===== src/rtl/ps2_paddle_ctrl.sv =====
// PS/2 keyboard receiver that turns W/S and the Up/Down arrow keys into
// paddle move commands for a two-player game.
// Optional build macro: PS2_PARITY_CHECK_EN -- when defined, a frame must
// carry odd parity over data+parity bits; otherwise only the stop bit counts.
module ps2_paddle_ctrl #(
    parameter int TIMEOUT_CYC = 50000
) (
    input  logic       clock,
    input  logic       reset,
    input  logic       ps2_clk,
    input  logic       ps2_dat,
    output logic [7:0] scancode,
    output logic       code_valid,
    output logic       frame_err,
    output logic       left_up,
    output logic       left_down,
    output logic       right_up,
    output logic       right_down
);

    localparam int            TW      = $clog2(TIMEOUT_CYC + 1);
    localparam logic [TW-1:0] TO_LAST = TW'(TIMEOUT_CYC - 1);

    localparam logic [7:0] CODE_EXT  = 8'hE0;
    localparam logic [7:0] CODE_BRK  = 8'hF0;
    localparam logic [7:0] KEY_W     = 8'h1D;
    localparam logic [7:0] KEY_S     = 8'h1B;
    localparam logic [7:0] KEY_UP    = 8'h75;
    localparam logic [7:0] KEY_DOWN  = 8'h72;

    typedef enum logic [1:0] {IDLE, DATA, PARITY, STOP} state_t;

    state_t        state;
    state_t        next_state;
    logic          clk_meta, clk_sync, clk_prev;
    logic          dat_meta, dat_sync;
    logic          ps2_fall;
    logic [TW-1:0] to_cnt;
    logic          timeout;
    logic [2:0]    bit_cnt;
    logic [7:0]    shift_reg;
    logic          frame_ok;
    logic          accept;
    logic          reject;

    logic          ext, brk;
    logic [3:0]    held;
    logic          l_up_last, r_up_last;
    logic          nxt_ext, nxt_brk;
    logic [3:0]    nxt_held;
    logic          nxt_l_up_last, nxt_r_up_last;

    // Bring both PS/2 lines into the clock domain; keep one extra clock stage for edge detect
    always_ff @(posedge clock or posedge reset) begin
        if (reset) begin
            clk_meta <= 1'b1;
            clk_sync <= 1'b1;
            clk_prev <= 1'b1;
            dat_meta <= 1'b1;
            dat_sync <= 1'b1;
        end else begin
            clk_meta <= ps2_clk;
            clk_sync <= clk_meta;
            clk_prev <= clk_sync;
            dat_meta <= ps2_dat;
            dat_sync <= dat_meta;
        end
    end

    assign ps2_fall = clk_prev & ~clk_sync;

    // Cycles since the last PS/2 falling edge; saturates so it never wraps back to zero
    always_ff @(posedge clock or posedge reset) begin
        if (reset) begin
            to_cnt <= '0;
        end else if (ps2_fall || state == IDLE) begin
            to_cnt <= '0;
        end else if (to_cnt != TO_LAST) begin
            to_cnt <= to_cnt + 1'b1;
        end
    end

    assign timeout = (state != IDLE) && !ps2_fall && (to_cnt == TO_LAST);

`ifdef PS2_PARITY_CHECK_EN
    logic parity_bit;

    // Capture the parity bit so the stop-bit edge can judge the whole frame
    always_ff @(posedge clock or posedge reset) begin
        if (reset) begin
            parity_bit <= 1'b0;
        end else if (ps2_fall && state == PARITY) begin
            parity_bit <= dat_sync;
        end
    end

    assign frame_ok = dat_sync & (^{shift_reg, parity_bit});
`else
    assign frame_ok = dat_sync;
`endif

    // Frame FSM state register
    always_ff @(posedge clock or posedge reset) begin
        if (reset) begin
            state <= IDLE;
        end else begin
            state <= next_state;
        end
    end

    // Frame FSM next state: advance one step per PS/2 falling edge, bail out on timeout
    always_comb begin
        next_state = state;
        case (state)
            IDLE:   if (ps2_fall && !dat_sync)        next_state = DATA;
            DATA:   if (ps2_fall && bit_cnt == 3'd7)  next_state = PARITY;
            PARITY: if (ps2_fall)                     next_state = STOP;
            STOP:   if (ps2_fall)                     next_state = IDLE;
            default:                                  next_state = IDLE;
        endcase
        if (timeout) begin
            next_state = IDLE;
        end
    end

    // Frame FSM outputs: verdict on the stop-bit edge, or a rejection when the frame stalls
    always_comb begin
        accept = 1'b0;
        reject = timeout;
        if (state == STOP && ps2_fall) begin
            accept = frame_ok;
            reject = !frame_ok;
        end
    end

    // Shift data bits in LSB first and count them; a stalled frame throws its partial byte away
    always_ff @(posedge clock or posedge reset) begin
        if (reset) begin
            bit_cnt   <= '0;
            shift_reg <= '0;
        end else if (timeout) begin
            bit_cnt   <= '0;
            shift_reg <= '0;
        end else if (ps2_fall) begin
            case (state)
                IDLE: bit_cnt <= '0;
                DATA: begin
                    shift_reg <= {dat_sync, shift_reg[7:1]};
                    bit_cnt   <= bit_cnt + 3'd1;
                end
                default: ;
            endcase
        end
    end

    // Publish the received byte and the one-cycle accept/reject pulses
    always_ff @(posedge clock or posedge reset) begin
        if (reset) begin
            scancode   <= '0;
            code_valid <= 1'b0;
            frame_err  <= 1'b0;
        end else begin
            code_valid <= accept;
            frame_err  <= reject;
            if (accept) begin
                scancode <= shift_reg;
            end
        end
    end

    // Key decoder: track E0/F0 prefixes, held keys and which direction was pressed most recently
    always_comb begin
        nxt_ext       = ext;
        nxt_brk       = brk;
        nxt_held      = held;
        nxt_l_up_last = l_up_last;
        nxt_r_up_last = r_up_last;
        if (frame_err) begin
            nxt_ext = 1'b0;
            nxt_brk = 1'b0;
        end else if (code_valid) begin
            if (scancode == CODE_EXT) begin
                nxt_ext = 1'b1;
            end else if (scancode == CODE_BRK) begin
                nxt_brk = 1'b1;
            end else begin
                nxt_ext = 1'b0;
                nxt_brk = 1'b0;
                if (!ext && scancode == KEY_W) begin
                    nxt_held[0] = !brk;
                    if (!brk && !held[0]) nxt_l_up_last = 1'b1;
                end else if (!ext && scancode == KEY_S) begin
                    nxt_held[1] = !brk;
                    if (!brk && !held[1]) nxt_l_up_last = 1'b0;
                end else if (ext && scancode == KEY_UP) begin
                    nxt_held[2] = !brk;
                    if (!brk && !held[2]) nxt_r_up_last = 1'b1;
                end else if (ext && scancode == KEY_DOWN) begin
                    nxt_held[3] = !brk;
                    if (!brk && !held[3]) nxt_r_up_last = 1'b0;
                end
            end
        end
    end

    // Register decoder state and the paddle commands, newest press winning when both are held
    always_ff @(posedge clock or posedge reset) begin
        if (reset) begin
            ext        <= 1'b0;
            brk        <= 1'b0;
            held       <= '0;
            l_up_last  <= 1'b0;
            r_up_last  <= 1'b0;
            left_up    <= 1'b0;
            left_down  <= 1'b0;
            right_up   <= 1'b0;
            right_down <= 1'b0;
        end else begin
            ext        <= nxt_ext;
            brk        <= nxt_brk;
            held       <= nxt_held;
            l_up_last  <= nxt_l_up_last;
            r_up_last  <= nxt_r_up_last;
            left_up    <= nxt_held[0] & (~nxt_held[1] |  nxt_l_up_last);
            left_down  <= nxt_held[1] & (~nxt_held[0] | ~nxt_l_up_last);
            right_up   <= nxt_held[2] & (~nxt_held[3] |  nxt_r_up_last);
            right_down <= nxt_held[3] & (~nxt_held[2] | ~nxt_r_up_last);
        end
    end

endmodule


===== config.mk =====
export PLATFORM = sky130hd
export DESIGN_NAME = ps2_paddle_ctrl
export DESIGN_NICKNAME = d
export VERILOG_FILES = /design/src/rtl/ps2_paddle_ctrl.sv
export SDC_FILE = /design/constraint.sdc
export NUM_CORES = 1
export LEC_CHECK = 0
export ABC_AREA = 1
export ABC_CLOCK_PERIOD_IN_PS = 2000
export CORE_MARGIN = 2
export CORE_UTILIZATION = 48
export CTS_BUF_LIST = sky130_fd_sc_hd__clkbuf_16
export CTS_CLUSTER_DIAMETER = 40
export DETAILED_ROUTE_END_ITERATION = 10
export PLACE_DENSITY = 0.67
export SYNTH_ARGS = -nofsm -noshare
export SYNTH_HDL_FRONTEND = slang
export SYNTH_SLANG_ARGS = --single-unit

===== constraint.sdc =====
create_clock -name clock -period 2 [get_ports clock]
set_input_delay 0.4 -clock clock [delete_from_list [all_inputs] [get_ports clock]]
set_output_delay 0.4 -clock clock [all_outputs]
set_load 0.01 [all_outputs]

==> qor.yml <==
clock_tree:
  cts_resized: 0
  numCtsBuffers: 5
  clk_pin_slew_ns: 0.07
  post_cts_buffers: 0
  htree_levels: 2
  cts_tree: "done"
  cts_num_sinks: 56
  cts_buffer_depth: 2
  clock_latency_ns: 0.29
  clockRootBuffer: "clkbuf_16"
  hold_buffers: 0
finish:
  fin_nets: 388
  drive_above_1_share: 0.146
  diodes: 0
  syn_to_final_growth_pct: 15.1
  largest_reg_flops: 16
  utilization: 0.569
power_and_ir_drop:
  p_per_area_nw_per_um2: 966
  vdd_drop_max_v: 0.000646
  power.leakage_uw: 0.00162
  power.total_uw: 3260
sta:
  fmax_mhz: 568
  worst_pin_slew_ns: 0.540
  holdWs_ns: 0.357
  finalCritPeriodShare: 0.880
  min_period_ns: 1.76
  clock_skew_ns: 0.00468
  worst_slack_ns: 0.241
  hold_viol_final: 0
  slew_headroom: 0.639
  finalSetupTns_ns: 0
  grt_setup_unrepaired: "no"
  slew_violations: 0
  setup_viol_count_final: 0
setup_path:
  crit_required_ns: 2.18
  reg2reg_slack_ns: 0.24
  end_kind: "flip-flop"
  rr_startpoint: "state[0]"
  path_max_fanout: 16
  r2r_cells: 8
  crit_end: "state[0]"
  cp-start-kind: "flip-flop"
  critPathLaunch: "state[0]"
  crit_type: "flip-flop to flip-flop"
  reg2reg_to: "state[0]"
  crit_arrival_ns: 1.94
route:
  drt_iter0_markers: 145
  wl_per_cell_microns: 12.1
  drc: 0
  viasPerCell: 5.05
  drtPass1Iterations: 4
  vias: 2283
  ant_nets: 0
  totalWireLength_microns: 5470
floorplanning:
  core_sq_um: 5920
  die_area_sq_um: 6740
  die-width_microns: 82.1
  rows: 28
  start_util: 0.495
  ios: 18
  die_y_microns: 82.1
synth:
  synthXorXnorAreaFrac: 0.00299
  synth_top_family_by_area: "simple AND/OR/NAND/NOR gates"
  synthMuxAreaShare: 0
  ys_seq_area_frac: 0.481
  yosysUniqueCellTypes: 33
  yosys.area_share.simple: 0.288
  avgSynthCellArea_sq_um: 8.29
  synth_compound_area_frac: 0.113
  ys_ff_latch: 56
  synthesis.nets: 365
  ys_warn_count: 0
  synth_cells: 353
  synth_fa_ha_area_frac: 0.0342
  synthesis.area_sq_um: 2930
global_routing:
  grt_use_total: 0.190
  antenna_found_initial: 0
  grt_pass1_wl_microns: 9960
  grt_pass1_vias: 2271
  grt-ovfl-total: 0
  grt_max_degree: 28
placed_design:
  io_buffer_count: 17
  hpwl_microns: 4160
  gp_congestion: 0.873
  dp_slack_ns: 0.250
min_path:
  worstHoldPathType: "flip-flop to flip-flop"
outcome:
  status: "finished, final reports clean"
job:
  maxCapViolCount: 0
## layout make-up
type                    instances  area (sq um)
fillers                       549          2550
clock buffers                   5           125
clock inverters                 3          42.5
inverters                      58           220
repair buffers                 19           198
multi-input cells             236          1280
flip-flops and latches         56          1410
well taps                      75          93.8
## cells in the mapped netlist
cell type	instances	area [sq um]
nor2_4	4	45.0
nor2_1	45	169
nand2_1	67	251
xor2_1	1	8.76
inv_2	5	18.8
nand4_1	8	50.1
a21boi_4	1	18.8
nand2_2	4	25.0
ha_1	8	100
nand3_4	1	17.5
buf_2	2	10.0
nor3_4	1	16.3
a21oi_1	12	60.1
and2_1	1	6.26
nand3b_1	2	15.0
o21ai_0	28	140
nor2_8	1	20.0
nor3_1	5	25.0
dfstp_2	5	131
o21a_1	1	7.51
inv_4	1	6.26
o21ai_1	1	5.00
nand3_2	6	60.1
dfrtp_1	51	1280
buf_4	1	7.51
o31ai_1	1	7.51
nor2_2	5	31.3
a31oi_1	2	12.5
nand3_1	21	105
o21ai_2	1	8.76
a21oi_2	8	70.1
or2_2	1	6.26
inv_1	52	195
## metal layers
layer  routed length [microns]  share of wire  GRT usage  vias up
met5                         0              0          0        -
met4                        36         0.0066     0.0450        0
li1                          -              -          -     1174
met1                      2580           0.47      0.243     1071
met3                       143          0.026     0.0337        4
met2                      2710           0.50      0.335       34
## metrics by stage
| step | instance area, sq um | std cells |
|---|---|---|
| floorplan | 2930 | 353 |
| global route | 3370 | 452 |
| detailed placement | 3200 | 444 |
| finish | 3370 | 452 |
| global placement | 3200 | 444 |
| CTS | 3370 | 452 |
## critical path, cell delays in order (launching register included)
cell and delay (ns):
dfrtp_1 0.40, inv_1 0.10, ha_1 0.26, nor2_4 0.34, nand3_2 0.23, nand3_2 0.14
nand2_2 0.07, nand2_1 0.06, nand2_1 0.05
## report_power, final
part	leakage, uW	internal, uW	switching (uW)
Sequential	0.000751	1310	176
Combinational	0.000786	347	455
Clock	0.0000798	588	385
Total	0.00162	2240	1020
## cells in the final DEF (no fill, tap or decap)
| master | instances |
|---|---|
| a21boi_4 | 1 |
| nand2_1 | 67 |
| buf_12 | 1 |
| inv_4 | 1 |
| nand3_4 | 1 |
| nor2_4 | 4 |
| ha_1 | 8 |
| inv_2 | 6 |
| buf_4 | 1 |
| a21oi_1 | 12 |
| bufinv_16 | 1 |
| nand3_2 | 6 |
| nand3_1 | 21 |
| nor3_1 | 5 |
| o21a_1 | 1 |
| and2_1 | 1 |
| o21ai_2 | 1 |
| clkinvlp_4 | 1 |
| dfrtp_1 | 51 |
| inv_1 | 51 |
| nor2_2 | 5 |
| nand4_1 | 8 |
| nand3b_1 | 2 |
| a21oi_2 | 8 |
| or2_2 | 1 |
| clkdlybuf4s50_1 | 17 |
| clkbuf_16 | 5 |
| nand2_2 | 4 |
| nor2_1 | 45 |
| xor2_1 | 1 |
| nor3_4 | 1 |
| dfstp_2 | 5 |
| nor2_8 | 1 |
| o21ai_1 | 1 |
| a31oi_1 | 2 |
| o21ai_0 | 28 |
| clkinv_2 | 1 |
| o31ai_1 | 1 |
## cell families (layout without fill, tap and decap cells)
kind of cell	count (synthesis)	in the layout
xor+xnor	1	1
simple gates	172	172
flops	56	56
compound gates	55	55
fa+ha+maj	8	8
buf+inv	61	85
## worst min path at each step
| stage | startpoint | endpoint | slack (ns) | cells after the start |
|---|---|---|---|---|
| detailed placement | dat_meta | dat_sync | 0.35 | 0 |
| CTS | dat_meta | dat_sync | 0.36 | 0 |
| finish | dat_meta | dat_sync | 0.36 | 0 |
| floorplan | clk_meta | clk_sync | 0.35 | 0 |
| global placement | clk_meta | clk_sync | 0.35 | 0 |
| global route | dat_meta | dat_sync | 0.36 | 0 |
Note: power is estimated with default switching activity, not from simulation.
